<file path="src/rtl/dmem_pkg.sv">
// Shared types and helpers for the word-organised data memory.
package dmem_pkg;

    localparam int unsigned XLEN  = 32;
    localparam int unsigned DEPTH = 64;

    typedef logic [XLEN-1:0] word_t;

    // True when every address bit above the word index is zero.
    function automatic logic addr_in_range(input word_t addr, input int unsigned aw);
        return (addr >> (aw + 2)) == '0;
    endfunction

endpackage

</file>
<file path="src/rtl/dmem.sv">
// Data memory: combinational read, synchronous full-word write, no reset clearing.
module dmem
    import dmem_pkg::*;
#(
    parameter int unsigned XLEN  = dmem_pkg::XLEN,
    parameter int unsigned DEPTH = dmem_pkg::DEPTH,
    localparam int unsigned AW   = $clog2(DEPTH)
) (
    input  logic            clk,
    input  logic            reset_n,
    input  logic            we,
    input  logic [XLEN-1:0] a,
    input  logic [XLEN-1:0] wd,
    output logic [XLEN-1:0] rd
);

    logic [XLEN-1:0] RAM [0:DEPTH-1];

    logic [AW-1:0] idx;
    logic          in_range;
    logic          wr_en;
    logic          unused_a;

    // Byte offset is ignored, so accesses are forced to word alignment.
    assign unused_a = ^a[1:0];

    always_comb begin
        idx      = a[AW+1:2];
        in_range = addr_in_range(word_t'(a), AW);
        // Only a definite 1 on we writes; reset low at the edge blocks the write.
        wr_en    = reset_n && (we === 1'b1) && in_range;
        rd       = in_range ? RAM[idx] : '0;
    end

    // The array is left out of the reset so that preloaded contents survive it.
    always_ff @(posedge clk) begin
        if (wr_en) begin
            RAM[idx] <= wd;
        end
    end

endmodule

</file>
<file path="config.mk">
export PLATFORM = sky130hd
export DESIGN_NAME = dmem
export DESIGN_NICKNAME = d
export VERILOG_FILES = /design/src/rtl/dmem_pkg.sv /design/src/rtl/dmem.sv
export SDC_FILE = /design/constraint.sdc
export NUM_CORES = 2
export LEC_CHECK = 0
export CAP_MARGIN = 20
export CORE_AREA = 3 3 416 377
export CTS_CLUSTER_SIZE = 24
export DETAILED_ROUTE_END_ITERATION = 10
export DIE_AREA = 0 0 419 380
export GPL_ROUTABILITY_DRIVEN = 1
export PLACE_DENSITY_LB_ADDON = 0.15
export SYNTH_ARGS = -nofsm -noshare
export SYNTH_HDL_FRONTEND = slang
export SYNTH_SLANG_ARGS = --single-unit
</file>
<file path="constraint.sdc">
create_clock -name clk -period 7 [get_ports clk]
set_clock_uncertainty 0.15 [all_clocks]
set_input_delay 1.05 -clock clk [delete_from_list [all_inputs] [get_ports clk]]
set_output_delay 1.05 -clock clk [all_outputs]
set_load 0.01 [all_outputs]
</file>
; Word level (Yosys, flattened, before mapping)
; Memories as Yosys holds them, arrays and structs flattened.
; Index checks and enable logic that the tools add are counted.
[totals]
ff_bits = 0
mem_bits_rw = 2048
inputBits = 67
out_inout_bits = 32
wordCells = 8
memories = 1
[mem_list]
columns = name, depth, word_bits, read_ports, rd_clocked_by_memory_dff, wr, line
row1 = RAM, 64, 32, 1, 0, 1, dmem.sv:17  ; logic [XLEN-1:0] RAM [0:DEPTH-1];
[op_classes]
n_eq_ne = 1
mux = 3
reduce_logical = 3
[op_table]
columns = cell, n
row1 = 32-bit zero test, 1
row2 = 32-bit two-way mux, 1
row3 = 1-bit logical AND, 2
row4 = 1-bit two-way mux, 2
row5 = 1-bit === test (second input constant), 1

; Logic depth before layout (Yosys ltp)
[depth]
word_depth = 5
depth_mapped = 10

; Worst setup path after synthesis
; Ideal clock, no wire load.
[synth_path]
path_type = input port to flip-flop
startpoint = input port a[4]
endpoint = memory RAM[13][0] (enable)
setup_ns = 0.421
t_arrival_ns = 3.744
required_time_ns = 6.429
setup_slack_ns = 2.685
path_stages = 9
path_buffers = 5
cell_sequence = buf_2 -> buf_2 -> buf_2 -> buf_2 -> buf_2 -> nand3_1 -> nor2_1 -> nand2_1 -> nor2_1
[synth_lines]
columns = item, line
row1 = from (decl), dmem.sv:12  ; input logic [XLEN-1:0] a,
row2 = to (decl), dmem.sv:17
; Straight into the memory's write port.

; Worst setup path in the final report
[layout_path]
startpoint = input port a[6]
endpoint = output port rd[6]
[layout_via]
elab_chain_cells = 2
[layout_lines]
columns = item, line
row1 = memory 64 x 32 bit, -
row2 = 32-bit two-way mux, dmem.sv:32  ; rd = in_range ? RAM[idx] : '0;
row3 = to (decl), dmem.sv:14  ; output logic [XLEN-1:0] rd
; Every way passes these cells.

==> results summary <==
The flow ran to the end, and the final reports show no timing, DRC or antenna violations. The design draws 25.0 mW. The mapped netlist covers 0.0779 mm². The maximum clock insertion buffer count is 3. The worst setup path is launched from an input pin. The fmax came out at 163 MHz. The part of the Yosys area used for sequential elements came out at 79.0%. Yosys printed 0 warnings. The clock-pin slew reported for the worst setup and hold paths after clock tree synthesis is 60 ps. The TritonCTS buffer count is 198. The required time of the critical path is 5800 ps. The final critical path time including I/O delays and setup is 6150 ps. In this run the number of H-tree levels came out at 4. The congestion estimate from routability-driven global placement came to 0.867. The count of port buffers added during placement came out at 96. The core region is 0.153 mm². After synthesis, the mean cell area works out to 17.8 µm². The global routing met2 resource utilization is 44.2%.

For this design, the CTS-stage hold fixing added 0 buffers. The data arrival time of the critical path is 4950 ps. The flip-flop count of the largest register after layout is 2048. The initial core utilization came out at 51.0%.

The count of state elements after synthesis came out at 2048. The total nets after synthesis came out at 4429. The post-cts repair resize count came out at 0. At the pin with the least slew margin, the transition time is 1140 ps. Setup total negative slack on the finished layout was measured at 0 ps. Global routing consumed, over all layers together, 28.7% of the routing resources.

CTS placed an instance of sky130_fd_sc_hd__clkbuf_16 at the clock tree root. The number of rows created at floorplan is 136. The max-cap check violation count is 0. The residual antenna-violating net count after detailed routing is 0. Ranked by instance count, the synthesized netlist is headed by 2048 x sky130_fd_sc_hd__edfxtp_1, 381 x sky130_fd_sc_hd__a221oi_1, 239 x sky130_fd_sc_hd__a22oi_1.

The number of enable-type register cells in the synthesized netlist came out at 2048. The synthesized design spends more area on one cell type than any other, namely sky130_fd_sc_hd__edfxtp_1. The routed layout has 45200 vias. The count of final max-slew check failures is 0.

The sum of overflow across all layers after global routing came out at 0. The wire length reported by the detailed router is 230 mm. STA classifies the critical path endpoint as an output pin. The net total in the final layout came out at 4612.

sky130_fd_sc_hd__edfxtp_1 is the most common cell in the netlist. The global routing stage identified its most utilized layer as met2. In the routed layout, each cell is associated on average with a via count of 6.73. The share of synthesized registers carrying an async set or reset is 0%. The met1 global-route usage is 41.9%.

Setup repair after global routing left no endpoint under its margin. The layout overhead on the synthesized area came out at 13.8%. The ratio of cells with drive above 1 in the final layout came out at 15.6%. The first TritonRoute pass finished after 6 iterations. The post-route clock period utilization is 87.9%.

The leakage power is 27.4 nW. The clock tree from TritonCTS is done. Counting every instance in the synthesized netlist gives 4362. The worst relative slew slack is 23.7%. The critical path is of the input pin to output pin type. The post-DP HPWL came out at 131 mm.

Once layout is complete, the utilization of the core stands at 58.1%. The largest registers in the layout are RAM x2048. Final hold analysis gives a worst-case slack of 477 ps. The width of the die is 419 µm. The pin count of the biggest net entering global routing came out at 92.

In this run the vertical extent of the chip is 380 µm. The register with the most flip-flops is RAM. The count of pins on the block boundary is 99. The via count of the first global-routing pass came out at 43300. The cell area power density came out at 282 mW/mm². After detailed placement, the design holds a cell count of 6339. The number of different library cells in the post-synthesis netlist came out at 59.

In the final routed layout, each cell accounts on average for 34.2 µm. The total setup buffers inserted after CTS came out at 0. The number of endpoints with negative hold slack in the final report came out at 0. The number of failing setup endpoints in the final timing report is 0. The number of antenna violations at the first check in global routing is 14. The synthesized design devotes to its leading area cell type 79.0% of total area. The area of the die is 0.159 mm². The highest fanout seen on the critical path is 23.

The most used flip-flop cell after synthesis is sky130_fd_sc_hd__edfxtp_1. For this run, the number of standard cells in the final layout without fillers is 6717. IR analysis of the VDD net gives a maximum drop of 278 µV.

The DRC violations left came out at 0. Yosys attributes the largest share of cell area to sky130_fd_sc_hd__edfxtp_1 79%, sky130_fd_sc_hd__a221oi_1 4.3%, sky130_fd_sc_hd__a22oi_1 2.3%, sky130_fd_sc_hd__mux2i_1 1.9%, sky130_fd_sc_hd__mux4_2 1.6%. The number of DRC violations after detailed-routing iteration 0 came out at 5996. The met3 track utilization from global routing is 4.07%. The number of fill cells in the layout is 11400. The clock sink count came out at 2048. The worst hold path belongs to the class input pin to flip-flop. The global-route wire length before repair came out at 326 mm.
-- critical path, cell delays in order --
cell and delay, ps:
sky130_fd_sc_hd__clkdlybuf4s50_1 560, sky130_fd_sc_hd__inv_1 230, sky130_fd_sc_hd__buf_4 350, sky130_fd_sc_hd__nand3_2 760, sky130_fd_sc_hd__a21oi_1 640, sky130_fd_sc_hd__a31oi_1 210, sky130_fd_sc_hd__a41oi_1 470, sky130_fd_sc_hd__clkdlybuf4s50_1 620
-- logic make-up (layout without fill, tap and decap cells) --
group / Yosys count / count (layout) / synth area share (%)
and+or+nand+nor: 386 / 386 / 2.13
DFF: 2048 / 2048 / 79.0
muxes: 271 / 271 / 4.48
buffers and inverters: 344 / 694 / 2.01
other: 0 / 4 / 0
AOI/OAI and AO/OA: 1313 / 1313 / 12.4
-- worst paths after layout --
path  cells after the start         end  slack [ps]   from
max                       8       rd[6]         850   a[6]
min                       1  RAM[49][6]         480  wd[6]
-- placed cells by master, fill, tap and decap left out, drive strengths merged, types with 5 or more instances in the layout --
cell / instances
edfxtp: 2048
a221oi: 383
buf: 263
clkbuf: 259
a22oi: 239
nor2: 204
o21ai: 185
a21oi: 181
mux2i: 145
nand2: 117
clkinv: 87
mux2: 71
a22o: 70
clkdlybuf4s50: 61
mux4: 55
o22ai: 44
o211ai: 41
a31oi: 28
a41oi: 28
a211oi: 17
o22a: 15
a221o: 15
a222oi: 14
and4: 14
o211a: 14
o2bb2ai: 13
nor3: 11
inv: 11
bufinv: 10
nor2b: 8
o221ai: 6
nor4: 6
nand3: 6
and2: 6
o32ai: 5
-- cell type report --
cell class	instances	area (µm²)	share of cell area, %
timing repair buffer	324	3130	3.53
tap	2001	2500	2.83
sequential	2048	61500	69.4
clock buffer	259	5290	5.97
inverter	3	16.3	0.0184
multi-input combinational	1970	15400	17.3
antenna	4	10.0	0.0113
clock inverter	108	791	0.892
-- where the power goes --
part	switching [mW]	internal [mW]
clock network	4.50	5.67
registers	0.00000000186	13.5
logic	0.930	0.374
-- layer usage --
layer / part of all wire, % / vias up
li1: - / 18700
met1: 41 / 23700
met2: 47 / 2422
met3: 8.7 / 408
met4: 3.4 / 8
met5: 0.024 / -
-- through the flow --
stage | instance area, µm² | setup slack [ps]
global placement | 82400 | 873
detailed placement | 82400 | 813
finish | 88600 | 848
global route | 88600 | 798
floorplan | 77900 | 2680
CTS | 88500 | 804
Power figures use the tool's default switching activity.
